--- config.mk ---
export PLATFORM = sky130hd
export DESIGN_NAME = hazard_scoreboard_flat
export DESIGN_NICKNAME = d
export VERILOG_FILES = /design/src/rtl/hazard_scoreboard_if.sv /design/src/rtl/hazard_scoreboard.sv /design/src/flat_wrapper.sv
export SDC_FILE = /design/constraint.sdc
export NUM_CORES = 1
export LEC_CHECK = 0
export CORE_AREA = 2 2 97 99
export DETAILED_ROUTE_END_ITERATION = 8
export DIE_AREA = 0 0 99 101
export HOLD_SLACK_MARGIN = 0.03
export PLACE_DENSITY = 0.9
export SLEW_MARGIN = 5
export SYNTH_ARGS = -nofsm -noshare
export SYNTH_HDL_FRONTEND = slang
export SYNTH_SLANG_ARGS = --single-unit
--- constraint.sdc ---
create_clock -name clk -period 9.81 [get_ports clk]
set_input_delay 2.943 -clock clk [delete_from_list [all_inputs] [get_ports clk]]
set_output_delay 2.943 -clock clk [all_outputs]
set_load 0.1 [all_outputs]
--- src/rtl/hazard_scoreboard_if.sv ---
// ---------------------------------------------------------------------------
// hazard_scoreboard_if
// Purpose : Bundles the ID-stage query, EX kill, completion port and the
//           scoreboard status outputs of hazard_scoreboard.
// Signals : id_valid, id_rs1/rs2/rd, id_fp_rs1/rs2/rs3/fp_rd,
//           id_long_int, id_long_fp, id_issue  - ID stage instruction
//           ex_kill                            - flush of the op in EX
//           cmpl_valid, cmpl_is_fp, cmpl_rd    - long-latency writeback
//           stall, busy_int, busy_fp, outstanding - scoreboard status
// Modports: master = pipeline/environment side, slave = scoreboard side.
// ---------------------------------------------------------------------------
interface hazard_scoreboard_if #(
  parameter int CW = 3
);
  logic          id_valid;
  logic [4:0]    id_rs1;
  logic [4:0]    id_rs2;
  logic [4:0]    id_rd;
  logic [4:0]    id_fp_rs1;
  logic [4:0]    id_fp_rs2;
  logic [4:0]    id_fp_rs3;
  logic [4:0]    id_fp_rd;
  logic          id_long_int;
  logic          id_long_fp;
  logic          id_issue;
  logic          ex_kill;
  logic          cmpl_valid;
  logic          cmpl_is_fp;
  logic [4:0]    cmpl_rd;
  logic          stall;
  logic [31:0]   busy_int;
  logic [31:0]   busy_fp;
  logic [CW-1:0] outstanding;

  modport master (
    output id_valid, id_rs1, id_rs2, id_rd,
    output id_fp_rs1, id_fp_rs2, id_fp_rs3, id_fp_rd,
    output id_long_int, id_long_fp, id_issue, ex_kill,
    output cmpl_valid, cmpl_is_fp, cmpl_rd,
    input  stall, busy_int, busy_fp, outstanding
  );

  modport slave (
    input  id_valid, id_rs1, id_rs2, id_rd,
    input  id_fp_rs1, id_fp_rs2, id_fp_rs3, id_fp_rd,
    input  id_long_int, id_long_fp, id_issue, ex_kill,
    input  cmpl_valid, cmpl_is_fp, cmpl_rd,
    output stall, busy_int, busy_fp, outstanding
  );
endinterface

--- src/rtl/hazard_scoreboard.sv ---
// ---------------------------------------------------------------------------
// hazard_scoreboard
// Purpose : Tracks integer and FP registers that have a long-latency write in
//           flight and stalls ID when an operand or destination is still
//           pending, or when the in-flight limit is reached.
// Ports   : clk   - single clock, rising edge
//           reset - synchronous, active-high
//           sb    - hazard_scoreboard_if.slave (ID query, ex_kill,
//                   completion port, stall/busy_int/busy_fp/outstanding)
// Params  : MAX_OUTSTANDING - max long writes in flight (1..31)
//           CW              - width of the outstanding count
// Config  : SCOREBOARD_FP_EN - when defined, FP registers are tracked; when
//           undefined, busy_fp is 0 and all FP inputs are ignored.
// ---------------------------------------------------------------------------
module hazard_scoreboard #(
  parameter int MAX_OUTSTANDING = 4,
  parameter int CW              = 3
) (
  input logic                clk,
  input logic                reset,
  hazard_scoreboard_if.slave sb
);

`ifdef SCOREBOARD_FP_EN
  localparam bit FpEn = 1'b1;
`else
  localparam bit FpEn = 1'b0;
`endif

  localparam logic [CW-1:0] MaxCnt = CW'(MAX_OUTSTANDING);

  logic [31:0]   busyInt_q, busyInt_d;
  logic [31:0]   busyFp_q, busyFp_d;
  logic          lastValid_q, lastValid_d;
  logic          lastIsFp_q, lastIsFp_d;
  logic [4:0]    lastRd_q, lastRd_d;
  logic [CW-1:0] count;

  logic cmplInt, cmplFp;
  logic longInt, longFp;
  logic freeing, srcHit, wawHit, full;
  logic stall, accept;

  // x0 is never pending; a same-cycle completion to rs bypasses the hazard.
  function automatic logic intHit(input logic [31:0] busy, input logic [4:0] rs,
                                  input logic byp, input logic [4:0] bypRd);
    return (rs != 5'd0) && busy[rs] && !(byp && (bypRd == rs));
  endfunction

  // f0 is an ordinary register, so no zero exclusion here.
  function automatic logic fpHit(input logic [31:0] busy, input logic [4:0] rs,
                                 input logic byp, input logic [4:0] bypRd);
    return busy[rs] && !(byp && (bypRd == rs));
  endfunction

  always_comb begin
    count = '0;
    for (int i = 0; i < 32; i++) begin
      count = count + CW'(busyInt_q[i]) + CW'(busyFp_q[i]);
    end
  end

  // Hazard detection. A completion only frees a slot when it hits a pending
  // register, so a stray completion cannot let the count exceed the limit.
  always_comb begin
    cmplInt = sb.cmpl_valid && !sb.cmpl_is_fp;
    cmplFp  = FpEn && sb.cmpl_valid && sb.cmpl_is_fp;
    longInt = sb.id_long_int;
    longFp  = FpEn && sb.id_long_fp;
    freeing = (cmplInt && busyInt_q[sb.cmpl_rd]) || (cmplFp && busyFp_q[sb.cmpl_rd]);

    srcHit = intHit(busyInt_q, sb.id_rs1, cmplInt, sb.cmpl_rd)
          || intHit(busyInt_q, sb.id_rs2, cmplInt, sb.cmpl_rd)
          || fpHit(busyFp_q, sb.id_fp_rs1, cmplFp, sb.cmpl_rd)
          || fpHit(busyFp_q, sb.id_fp_rs2, cmplFp, sb.cmpl_rd)
          || fpHit(busyFp_q, sb.id_fp_rs3, cmplFp, sb.cmpl_rd);

    wawHit = (longInt && intHit(busyInt_q, sb.id_rd, cmplInt, sb.cmpl_rd))
          || (longFp && fpHit(busyFp_q, sb.id_fp_rd, cmplFp, sb.cmpl_rd));

    full   = (longInt || longFp) && (count == MaxCnt) && !freeing;
    stall  = !reset && sb.id_valid && (srcHit || wawHit || full);
    accept = !reset && sb.id_issue && sb.id_valid && !stall;
  end

  // Next state: kill and completion clear first, then a new issue sets, so a
  // completion and an issue to the same register leave the bit set.
  always_comb begin
    busyInt_d = busyInt_q;
    busyFp_d  = busyFp_q;

    if (sb.ex_kill && lastValid_q) begin
      if (lastIsFp_q) busyFp_d[lastRd_q] = 1'b0;
      else            busyInt_d[lastRd_q] = 1'b0;
    end
    if (cmplInt) busyInt_d[sb.cmpl_rd] = 1'b0;
    if (cmplFp)  busyFp_d[sb.cmpl_rd]  = 1'b0;
    if (accept && longInt) busyInt_d[sb.id_rd]  = 1'b1;
    if (accept && longFp)  busyFp_d[sb.id_fp_rd] = 1'b1;

    busyInt_d[0] = 1'b0;
    if (!FpEn) busyFp_d = '0;

    lastValid_d = accept && (longInt || longFp);
    lastIsFp_d  = accept && longFp;
    lastRd_d    = longFp ? sb.id_fp_rd : sb.id_rd;
  end

  always_ff @(posedge clk) begin
    if (reset) begin
      busyInt_q   <= '0;
      busyFp_q    <= '0;
      lastValid_q <= 1'b0;
      lastIsFp_q  <= 1'b0;
      lastRd_q    <= '0;
    end else begin
      busyInt_q   <= busyInt_d;
      busyFp_q    <= busyFp_d;
      lastValid_q <= lastValid_d;
      lastIsFp_q  <= lastIsFp_d;
      lastRd_q    <= lastRd_d;
    end
  end

  assign sb.stall       = stall;
  assign sb.busy_int    = busyInt_q;
  assign sb.busy_fp     = busyFp_q;
  assign sb.outstanding = count;

endmodule

--- src/flat_wrapper.sv ---
// flat-port wrapper written by rule: the top's interface ports become plain ports
module hazard_scoreboard_flat 
#(
  parameter int MAX_OUTSTANDING = 4,
  parameter int CW              = 3
)
  (clk, reset, sb_id_valid, sb_id_rs1, sb_id_rs2, sb_id_rd, sb_id_fp_rs1, sb_id_fp_rs2, sb_id_fp_rs3, sb_id_fp_rd, sb_id_long_int, sb_id_long_fp, sb_id_issue, sb_ex_kill, sb_cmpl_valid, sb_cmpl_is_fp, sb_cmpl_rd, sb_stall, sb_busy_int, sb_busy_fp, sb_outstanding);
  hazard_scoreboard_if #(.CW(CW)) sb_i ();
  input logic clk;
  input logic reset;
  input wire logic [$bits(sb_i.id_valid)-1:0] sb_id_valid;
  input wire logic [$bits(sb_i.id_rs1)-1:0] sb_id_rs1;
  input wire logic [$bits(sb_i.id_rs2)-1:0] sb_id_rs2;
  input wire logic [$bits(sb_i.id_rd)-1:0] sb_id_rd;
  input wire logic [$bits(sb_i.id_fp_rs1)-1:0] sb_id_fp_rs1;
  input wire logic [$bits(sb_i.id_fp_rs2)-1:0] sb_id_fp_rs2;
  input wire logic [$bits(sb_i.id_fp_rs3)-1:0] sb_id_fp_rs3;
  input wire logic [$bits(sb_i.id_fp_rd)-1:0] sb_id_fp_rd;
  input wire logic [$bits(sb_i.id_long_int)-1:0] sb_id_long_int;
  input wire logic [$bits(sb_i.id_long_fp)-1:0] sb_id_long_fp;
  input wire logic [$bits(sb_i.id_issue)-1:0] sb_id_issue;
  input wire logic [$bits(sb_i.ex_kill)-1:0] sb_ex_kill;
  input wire logic [$bits(sb_i.cmpl_valid)-1:0] sb_cmpl_valid;
  input wire logic [$bits(sb_i.cmpl_is_fp)-1:0] sb_cmpl_is_fp;
  input wire logic [$bits(sb_i.cmpl_rd)-1:0] sb_cmpl_rd;
  output wire logic [$bits(sb_i.stall)-1:0] sb_stall;
  output wire logic [$bits(sb_i.busy_int)-1:0] sb_busy_int;
  output wire logic [$bits(sb_i.busy_fp)-1:0] sb_busy_fp;
  output wire logic [$bits(sb_i.outstanding)-1:0] sb_outstanding;
  assign sb_i.id_valid = sb_id_valid;
  assign sb_i.id_rs1 = sb_id_rs1;
  assign sb_i.id_rs2 = sb_id_rs2;
  assign sb_i.id_rd = sb_id_rd;
  assign sb_i.id_fp_rs1 = sb_id_fp_rs1;
  assign sb_i.id_fp_rs2 = sb_id_fp_rs2;
  assign sb_i.id_fp_rs3 = sb_id_fp_rs3;
  assign sb_i.id_fp_rd = sb_id_fp_rd;
  assign sb_i.id_long_int = sb_id_long_int;
  assign sb_i.id_long_fp = sb_id_long_fp;
  assign sb_i.id_issue = sb_id_issue;
  assign sb_i.ex_kill = sb_ex_kill;
  assign sb_i.cmpl_valid = sb_cmpl_valid;
  assign sb_i.cmpl_is_fp = sb_cmpl_is_fp;
  assign sb_i.cmpl_rd = sb_cmpl_rd;
  assign sb_stall = sb_i.stall;
  assign sb_busy_int = sb_i.busy_int;
  assign sb_busy_fp = sb_i.busy_fp;
  assign sb_outstanding = sb_i.outstanding;
  hazard_scoreboard #(.MAX_OUTSTANDING(MAX_OUTSTANDING), .CW(CW)) u_core (.clk(clk), .reset(reset), .sb(sb_i));
endmodule
==> key figures, run 1 <==
Logic synthesis
  – Mapped Avg Cell Area: 9.22 um2
  – Share of the synthesized area in the top cell type: ~17%
  – Post-Syn Instances: 474
  – Post-synthesis sequential area ratio: 17.0%
  – Synth cell types: a little under 60
  – Synth Flop Type: dfxtp_1
  – Synth area leaders: dfxtp_1 (17%), fa_1 (9.6%), o41ai_2 (7.8%)
  – Async SR Flop Fraction: 0%
  – Syn Std Cell Area: 4370 um2
  – Synth warn: 0
  – Yosys reg bits: 37
  – Synth area leader: dfxtp_1
  – EDFF count, synth: 0

Worst setup path
  – Worst path required time: approximately 6900 ps
  – Arr. time, crit path: 6370 ps
  – Crit path kind: register to output port
  – Crit end category: output port
  – CP Launch Type: register
  – Crit-path max FO: 6
  – FF-to-FF path depth: 20

CTS
  – Clock transition at path regs: 80 ps
  – Cts hold-fix bufs: 0
  – Root Driver: clkbuf_8
  – Post-cts sizing count: 0
  – Total CTS buffers: 5
  – Clk Latency, worst-skew pair: 300 ps
  – Setup Fix Bufs, Post-CTS: 0
  – # clock sinks: 37
  – Maximum clock path buffer count: 2
  – H-tree levels: 2
  – CTS tree: done

Finish
  – Antenna cell count: 0
  – Final instance area: slightly above 5000 um2
  – Final nets: about 600
  – Layout cells sized above 1: between 10% and 20%
  – Fill cells: 793
  – Area Growth Syn to Fin: 15.6%

Placement
  – Area of placed instances: 4930 um2
  – RePlAce Congestion: 0.999
  – Port Buf Inserts: 62
  – Hpwl dp: 9990 um

Timing
  – Final setup TNS: 0 ps
  – Slew margin rel.: between 10% and 20%
  – Final hold violation count: 0
  – Final setup violating endpoints: 0
  – Final Cycle Share: 94.9%
  – Final slew viol count: 0
  – Unrepaired setup endpoints after global routing: no
  – Clock Skews: 3.64 ps
  – Measured slew at the worst slew-check pin: ~1300 ps
  – Fmax: 0.107 GHz
  – Minimum clock period: between 9000 and 10000 ps

Routing
  – Starting DRT DRC Count: 581
  – Total via count in the routed design: 4176
  – Routed WL per cell: 22.3 um
  – Top sig layer: met4
  – Vias per inst: 6.69
  – Routed wl met3: 1670 um
  – DR pass1 iterations: 8
  – Met2 WL: 6320 um
  – Wl on met1: 5250 um
  – Routed WL: approximately 14000 um
  – DRT antenna net count: 0
  – Remaining DRCs: 0

Power
  – Sw power: between 150 and 200 uW
  – Worst IR Drop VDD: ~0.000066 V
  – Sw Ratio: 39.6%
  – PD cells: 88.2 nW/um2
  – Pleak: 0.00190 uW
  – Sequential Power Share: 34.6%
  – P_int: between 200 and 300 uW
  – Combinational Power Share: between 30% and 40%
  – Part of the power in the clock network: 31.7%

Global route
  – Total gr overflow: 0
  – Initial antenna violation count: 0
  – Vias in the first global route: between 3000 and 4000
  – GRT Total Usage: 27.8%
  – First-pass GRT wire length: 21700 um
  – Pin count of the biggest net entering global routing: 38

Die
  – Chip Height: 101 um
  – Placeable Area: between 8000 and 9000 um2
  – Die area: 10000 um2
  – Starting Density: 48.7%
  – Die Width: 99 um
  – I/O pins: 117
  – Row count: 35

Flow run
  – MaxCap Viol Count: 0

Run status
  – Run status: finished, final reports clean

Worst hold path
  – Hold depth: 2
  – Hold Crit Class: register to register
power groups by stage:
stage          Sequential [uW]  Clock (uW)  Combinational [uW]
4_1_cts                    154         144                 148
5_1_grt                    155         149                 157
6_report                   154         141                 150
3_5_place_dp               158           0                 148
2_1_floorplan              159           0                 128
3_3_place_gp               158           0                 145
final timing paths:
path                     startpoint                      to  slack (ps)
min reg2reg  u_core.sb.busy_int[26]  u_core.sb.busy_int[26]         600
max           u_core.sb.busy_int[6]                sb_stall         500
max reg2reg   u_core.sb.busy_int[6]  u_core.sb.busy_int[29]        3260
min          u_core.sb.busy_int[26]  u_core.sb.busy_int[26]         600
through the flow:
stage | std cells | total power (uW) | hold slack [ps] | utilization (%) | setup WS [ps]
2_1_floorplan | 506 | 287 | 743 | - | 47.7
3_3_place_gp | 616 | 303 | 578 | 54.9 | 891
3_5_place_dp | 616 | 305 | 589 | 54.9 | 832
4_1_cts | 624 | 446 | 600 | 56.2 | 497
5_1_grt | 624 | 460 | 619 | 56.2 | 280
6_report | 624 | 445 | 605 | 56.2 | 501
sequential cells by signal (all words and copies together) (netlist names):
| name | count |
|---|---|
| u_core.lastRd_q | 5 |
| u_core.sb.busy_int | 31 |
| u_core.lastValid_q | 1 |
worst max-delay path: stages, from the launching register on:
cell and delay [ps]:
dfxtp_2 430, inv_1 110, fa_1 540, inv_1 50, fa_1 460, fa_1 550
fa_1 440, fa_1 510, inv_1 60, fa_1 470, inv_1 50, fa_1 370
fa_1 400, xor2_1 190, xnor2_1 360, xnor2_4 160, nand3_1 190, a311oi_4 370
o21a_4 190, buf_12 160
kinds of logic after synthesis:
family,share of synthesized area [%]
buffers and inverters,12.3
other,0.0859
multiplexers,14.1
AO/OA/AOI/OAI,23.3
adder cells (fa/ha/maj),10.2
XOR/XNOR,4.01
flip-flops,17.0
AND/OR/NAND/NOR,19.1
area by class of cell:
| type | instances | area [um2] | share of cell area [%] |
|---|---|---|---|
| Multi-Input combinational cell | 371 | 3240 | 64.3 |
| Sequential cell | 37 | 759 | 15.0 |
| Timing Repair Buffer | 69 | 681 | 13.5 |
| Tap cell | 111 | 139 | 2.75 |
| Inverter | 28 | 105 | 2.08 |
| Clock buffer | 6 | 82.6 | 1.64 |
| Clock inverter | 2 | 37.5 | 0.743 |
synth_stat cells, types with 4 or more instances:
cell type   n
o41ai_1     9
nand3b_1   27
nand2b_1    7
a311oi_1    4
nor2_1     14
nor3_1      6
xnor2_1    14
o41ai_2    21
o21ai_0     4
mux2_1      6
nand4_1     7
dfxtp_1    37
fa_1       21
nor2b_1    12
buf_2      10
mux4_2     10
nor3b_1     8
nand2_1    22
xor2_1      6
mux2i_1    31
a21oi_1     6
a22o_1      8
buf_4      38
a22oi_1    30
o21ai_1     4
and3_1      5
nand3_1    10
or3_1      12
inv_1      28
clkbuf_1   18
placed cells by master (no fill, tap or decap), types with 7 or more instances in the layout:
master / netlist / final
mux2i_1: 31 / 31
o41ai_1: 9 / 9
dfxtp_2: 0 / 15
inv_1: 28 / 28
o41ai_2: 21 / 21
buf_4: 38 / 8
conb_1: 1 / 33
a22o_1: 8 / 8
dfxtp_1: 37 / 22
clkdlybuf4s50_1: 0 / 60
nand4_1: 7 / 7
nand2_1: 22 / 22
fa_1: 21 / 21
nor2_1: 14 / 14
nand3b_1: 27 / 27
nor3b_1: 8 / 8
mux4_2: 10 / 10
nand2b_1: 7 / 7
nor2b_1: 12 / 12
or3_1: 12 / 12
a22oi_1: 30 / 30
xnor2_1: 14 / 13
nand3_1: 10 / 10
routing by layer:
metal / vias to the layer above / global-route usage [%]
met5: - / 0
met4: 0 / 12.2
met3: 74 / 5.76
met2: 337 / 44.2
met1: 1976 / 36.7
li1: 1789 / -
No activity file was read; power rests on OpenSTA's default activity.
==> run 2: changes to the inputs <==
--- a/config.mk
+++ b/config.mk
@@ -10,7 +10,6 @@
 export DIE_AREA = 0 0 99 101
 export HOLD_SLACK_MARGIN = 0.03
 export PLACE_DENSITY = 0.9
-export SLEW_MARGIN = 5
 export SYNTH_ARGS = -nofsm -noshare
 export SYNTH_HDL_FRONTEND = slang
 export SYNTH_SLANG_ARGS = --single-unit
==> constraint.sdc (replaced) <==
create_clock -name clk -period 9.81 [get_ports clk]
set_input_delay 0.981 -clock clk [delete_from_list [all_inputs] [get_ports clk]]
set_output_delay 0.981 -clock clk [all_outputs]
set_load 0.1 [all_outputs]
==> key figures, run 2 (same netlist as run 1, synthesis figures left out) <==
Run status
  – Run status: finished, final reports clean

Worst setup path
  – Crit end category: output port
  – Worst path required time: 8830 ps (+1960 ps)
  – Arr. time, crit path: 7650 ps (+1280 ps)
  – Crit-path max FO: 33 (+27)
  – Crit path kind: register to output port
  – CP Launch Type: register

Power
  – P_int: 268 uW (-0.35%)
  – Sw power: 174 uW (-1.4%)
  – PnR Total Power: 442 uW (-0.77%)
  – Combinational Power Share: 33.6% (about the same)
  – Part of the power in the clock network: 31.4% (-0.3 points)
  – Sequential Power Share: 34.9% (+0.3 points)
  – Sw Ratio: 39.3% (-0.25 points)
  – Worst IR Drop VDD: 0.0000830 V (+26%)
  – PD cells: 89.1 nW/um2 (+0.96%)
  – Pleak: 0.00185 uW (-2.3%)

Finish
  – Register Area: 741 um2 (-2.5%)
  – Layout cells sized above 1: 9.23% (-4.6 points)
  – Commonest non-fill, non-tap cell in the layout: clkdlybuf4s50_1
  – Multi-input logic area: 3220 um2 (-0.81%)
  – Fill cells: 812 (+2.4%)
  – Final design utilization: 55.3% (-0.96 points)
  – Final nets: 580 (-0.68%)
  – Most frequent cells in the layout: clkdlybuf4s50_1 (62), dfxtp_1 (37), conb_1 (33), mux2i_1 (31), a22oi_1 (30)
  – Max reg flops: 31 (unchanged)
  – Area Growth Syn to Fin: 13.6%
  – Antenna cell count: 0 (unchanged)

CTS
  – # clock sinks: 37 (unchanged)
  – Post-cts sizing count: 0 (unchanged)
  – Setup Fix Bufs, Post-CTS: 0 (unchanged)
  – Clock transition at path regs: 80 ps (about the same)
  – Maximum clock path buffer count: 2 (unchanged)
  – CTS tree: done
  – H-tree levels: 2 (unchanged)
  – Total CTS buffers: 5 (unchanged)
  – Clk Latency, worst-skew pair: 300 ps (about the same)
  – Cts hold-fix bufs: 0 (unchanged)
  – Root Driver: clkbuf_8

Die
  – Row count: 35 (unchanged)
  – Die area: 10000 um2 (unchanged)
  – Chip Height: 101 um (unchanged)
  – Placeable Area: 8980 um2 (unchanged)
  – Die Width: 99 um (unchanged)
  – Starting Density: 48.7% (unchanged)
  – I/O pins: 117 (unchanged)

Routing
  – Total via count in the routed design: 4248 (+1.7%)
  – Routed WL per cell: 23.3 um (+4.5%)
  – Routed WL: 14500 um (+3.9%)
  – DR pass1 iterations: 6 (-2)
  – Starting DRT DRC Count: 522 (-10%)
  – DRT antenna net count: 0 (unchanged)
  – Vias per inst: 6.85 (+2.4%)
  – Remaining DRCs: 0 (unchanged)

Timing
  – Hold WS: 675 ps (+69.8 ps)
  – Final setup TNS: 0 ps (unchanged)
  – Fmax: 0.116 GHz (+7.9%)
  – Unrepaired setup endpoints after global routing: no
  – Final setup violating endpoints: 0 (unchanged)
  – Clock Skews: 8.33 ps (+4.69 ps)
  – Minimum clock period: 8630 ps (-679 ps)
  – Measured slew at the worst slew-check pin: 1220 ps (-59.6 ps)
  – Final Cycle Share: 88.0% (-6.9 points)
  – Final slew viol count: 0 (unchanged)
  – Final hold violation count: 0 (unchanged)
  – Slew margin rel.: 18.2% (+3.9 points)

Global route
  – Vias in the first global route: 4039 (+1.4%)
  – First-pass GRT wire length: 22100 um (+1.9%)
  – GRT Total Usage: 28.4% (+0.53 points)
  – Initial antenna violation count: 0 (unchanged)
  – Pin count of the biggest net entering global routing: 38 (unchanged)
  – Total gr overflow: 0 (unchanged)

Worst hold path
  – Hold Crit Class: register to register

Placement
  – RePlAce Congestion: 1.00 (+0.49%)
  – Port Buf Inserts: 62 (unchanged)
  – Hpwl dp: 10200 um (+2.2%)

Flow run
  – MaxCap Viol Count: 0 (unchanged)
run 2: cell count changes in the layout (fill, tap and decap cells not counted), moves of 2 or more:
cell / change
dfxtp_1: +15
dfxtp_2: -15
buf_4: -5
clkdlybuf4s50_1: +2
run 2: area by class of cell:
type,instances,area share [%]
Clock buffer,7,1.74
Clock inverter,1,0.605
Inverter,28,2.12
Multi-Input combinational cell,371,64.9
Sequential cell,37,14.9
Tap cell,111,2.80
Timing Repair Buffer,65,13.0
run 2: worst max-delay path, stage by stage (launching register included):
cell	delay (ps)
dfxtp_1	480
inv_1	130
fa_1	540
inv_1	50
fa_1	470
fa_1	560
fa_1	440
fa_1	530
inv_1	50
fa_1	470
inv_1	50
fa_1	380
fa_1	390
xor2_1	190
xnor2_1	190
xnor2_1	160
nand3_1	180
a311oi_4	290
buf_4	450
o21a_1	200
clkdlybuf4s50_1	1130
run 2: layer usage:
metal | part of all wire (%) | wire length, um | vias up | global-route usage [%]
met3 | 12 | 1770 | 98 | 5.06
met1 | 36 | 5280 | 2002 | 36.4
li1 | - | - | 1784 | -
met4 | 6.2 | 899 | 0 | 15.5
met5 | 0 | 0 | - | 0
met2 | 45 | 6510 | 364 | 45.3
run 2: path summary, 6_finish.rpt:
kind	cells past startpoint	startpoint	slack (ps)	endpoint
worst min register to register	2	u_core.sb.busy_int[24]	670	u_core.sb.busy_int[24]
worst max register to register	20	u_core.sb.busy_int[6]	3430	u_core.sb.busy_int[29]
worst min-delay path	2	u_core.sb.busy_int[24]	670	u_core.sb.busy_int[24]
worst max-delay path	20	u_core.sb.busy_int[6]	1180	sb_stall
run 2: metrics by stage:
| step | cell area (um2) | setup WS [ps] | std cells |
|---|---|---|---|
| 6_report | 4960 | 1180 | 620 |
| 5_1_grt | 4960 | 949 | 620 |
| 4_1_cts | 4960 | 1170 | 620 |
| 3_5_place_dp | 4850 | 1520 | 612 |
| 3_3_place_gp | 4850 | 1610 | 612 |
| 2_1_floorplan | 4490 | 142 | 506 |
run 2: power by group through the flow:
stage               Sequential, uW  Combinational (uW)  Clock [uW]
floorplan                      159                 128           0
global placement               158                 143           0
detailed placement             158                 146           0
CTS                            154                 146         139
global route                   155                 155         146
finish                         154                 149         139
==> run 3: changes to the inputs <==
--- a/config.mk
+++ b/config.mk
@@ -8,6 +8,7 @@
 export CORE_AREA = 2 2 97 99
 export DETAILED_ROUTE_END_ITERATION = 8
 export DIE_AREA = 0 0 99 101
+export GPL_ROUTABILITY_DRIVEN = 0
 export HOLD_SLACK_MARGIN = 0.03
 export PLACE_DENSITY = 0.9
 export SYNTH_ARGS = -nofsm -noshare
==> key figures, run 3 (same netlist as run 1, synthesis figures left out) <==
Run status
  – Run status: finished, final reports clean

Worst setup path
  – Critical path's most frequent cell: fa_1
  – Crit-path max FO: 6 (-82%)
  – Critical Path, Cell by Cell: inv_1, fa_1, inv_1, fa_1, fa_1, fa_1, fa_1, inv_1, fa_1, inv_1, fa_1, fa_1, xor2_1, xnor2_1, xnor2_1, nand3_1, a311oi_4, o21a_1, clkdlybuf4s50_1
  – Arr. time, crit path: 7290 ps (-360 ps)
  – Worst path required time: 8830 ps (about the same)
  – Crit end category: output port
  – CP Launch Type: register
  – Worst stage delay on the critical path: 1130 ps (about the same)
  – FF-to-FF path depth: 20 (unchanged)
  – Crit path kind: register to output port
  – CP max stage cell: clkdlybuf4s50_1

Routing
  – Remaining DRCs: 0 (unchanged)
  – Vias per inst: 6.72 (-2.0%)
  – Total via count in the routed design: 4158 (-2.1%)
  – Starting DRT DRC Count: 552 (+5.7%)
  – Routed WL: 13700 um (-5.6%)
  – DR pass1 iterations: 5 (-1)
  – Routed WL per cell: 22.1 um (-5.4%)
  – DRT antenna net count: 0 (unchanged)

Global route
  – First-pass GRT wire length: 21500 um (-2.6%)
  – Total gr overflow: 0 (unchanged)
  – Pin count of the biggest net entering global routing: 38 (unchanged)
  – Vias in the first global route: 3925 (-2.8%)
  – Initial antenna violation count: 0 (unchanged)
  – GRT Total Usage: 27.4% (-0.95 points)

Power
  – Combinational Power Share: 36.3% (+2.7 points)
  – P_int: 234 uW (-13%)
  – PD cells: 83.0 nW/um2 (-6.8%)
  – Sw Ratio: 42.7% (+3.3 points)
  – Pleak: 0.00183 uW (-0.99%)
  – Worst IR Drop VDD: 0.0000476 V (-43%)
  – Part of the power in the clock network: 25.9% (-5.5 points)
  – Sequential Power Share: 37.7% (+2.8 points)
  – Sw power: 174 uW (+0.23%)

CTS
  – Setup Fix Bufs, Post-CTS: 0 (unchanged)
  – Cts hold-fix bufs: 0 (unchanged)
  – CTS tree: done
  – Clk Latency, worst-skew pair: 300 ps (about the same)
  – # clock sinks: 37 (unchanged)
  – Clock transition at path regs: 80 ps (about the same)
  – Root Driver: clkbuf_8
  – Total CTS buffers: 5 (unchanged)
  – Maximum clock path buffer count: 2 (unchanged)
  – H-tree levels: 2 (unchanged)
  – Post-cts sizing count: 0 (unchanged)

Finish
  – Area Growth Syn to Fin: 12.7%
  – Final std cells w/o fill: 619 (-0.16%)
  – Commonest non-fill, non-tap cell in the layout: clkdlybuf4s50_1
  – Layout cells sized above 1: 9.06% (-0.18 points)
  – Final nets: 579 (-0.17%)
  – Final instance area: 4920 um2 (-0.83%)
  – Max reg flops: 31 (unchanged)
  – Antenna cell count: 0 (unchanged)
  – Most frequent cells in the layout: clkdlybuf4s50_1 (62), dfxtp_1 (37), conb_1 (33), mux2i_1 (31), a22oi_1 (30)

Timing
  – Minimum clock period: 8270 ps (-362 ps)
  – Slew margin rel.: 22.0% (+3.8 points)
  – Clock Skews: 6.96 ps (-1.36 ps)
  – Final slew viol count: 0 (unchanged)
  – Final setup violating endpoints: 0 (unchanged)
  – Final hold violation count: 0 (unchanged)
  – Final Cycle Share: 84.3% (-3.7 points)
  – Fmax: 0.121 GHz (+4.4%)
  – Final setup TNS: 0 ps (unchanged)
  – Measured slew at the worst slew-check pin: 1170 ps (-57.1 ps)
  – Unrepaired setup endpoints after global routing: no

Die
  – Placeable Area: 8980 um2 (unchanged)
  – Row count: 35 (unchanged)
  – Starting Density: 48.7% (unchanged)
  – Die area: 10000 um2 (unchanged)
  – Chip Height: 101 um (unchanged)
  – Die Width: 99 um (unchanged)
  – I/O pins: 117 (unchanged)

Placement
  – Port Buf Inserts: 62 (unchanged)
  – Post-Place Cells: 611 (-0.16%)
  – Hpwl dp: 9900 um (-3.0%)
  – Area of placed instances: 4840 um2 (-0.15%)

Worst hold path
  – Hold Crit Class: register to register
  – Hold depth: 2 (unchanged)

Flow run
  – MaxCap Viol Count: 0 (unchanged)
-- run 3: cell count changes in the layout (fill, tap and decap cells not counted) --
cell,delta
clkinv_2,+2
buf_4,-1
bufinv_16,-1
clkbuf_8,-1
-- run 3: through the flow --
step | power (uW) | utilization (%) | hold slack (ps) | worst slack [ps]
2_1_floorplan | 287 | - | 743 | 142
3_3_place_gp | 300 | 53.9 | 644 | 2010
3_5_place_dp | 304 | 53.9 | 643 | 1920
4_1_cts | 407 | 54.8 | 655 | 1580
5_1_grt | 422 | 54.8 | 682 | 1270
6_report | 409 | 54.8 | 677 | 1540
-- run 3: final cells by class --
class | instances | area [um2]
Clock inverter | 2 | 10.0
Clock buffer | 6 | 72.6
Tap cell | 111 | 139
Multi-Input combinational cell | 371 | 3220
Fill cell | 783 | 4060
Timing Repair Buffer | 64 | 636
Sequential cell | 37 | 741
Inverter | 28 | 105
-- run 3: path summary, 6_finish.rpt --
check | from | to | slack (ps)
hold / removal | u_core.sb.busy_int[22] | u_core.sb.busy_int[22] | 680
setup reg to reg | u_core.sb.busy_int[6] | u_core.sb.busy_int[29] | 3290
hold reg to reg | u_core.sb.busy_int[22] | u_core.sb.busy_int[22] | 680
setup / recovery | u_core.sb.busy_int[6] | sb_stall | 1540
-- run 3: power by group through the flow --
stage,logic (uW),clock network (uW),registers (uW)
after global placement,143,0,157
after global routing,155,112,154
after detailed placement,146,0,158
after CTS,146,107,154
final,148,106,154
after floorplan,128,0,159
-- run 3: per-layer routing --
layer / vias to the layer above / GRT usage [%] / routed length [um]
li1: 1785 / - / -
met1: 1985 / 35.8 / 5010
met2: 323 / 43.0 / 6290
met3: 65 / 6.73 / 1700
met4: 0 / 12.5 / 656
met5: - / 0 / 0
-- run 3: worst max-delay path: cells and delay by family, from the launching register on --
kind                     cells  cell delay [ps]
adder cells (fa/ha/maj)      8             3740
buffers and inverters        5             1420
flip-flops                   1              520
AND/OR/NAND/NOR              1              200
AO/OA/AOI/OAI                2              570
XOR/XNOR                     3              540
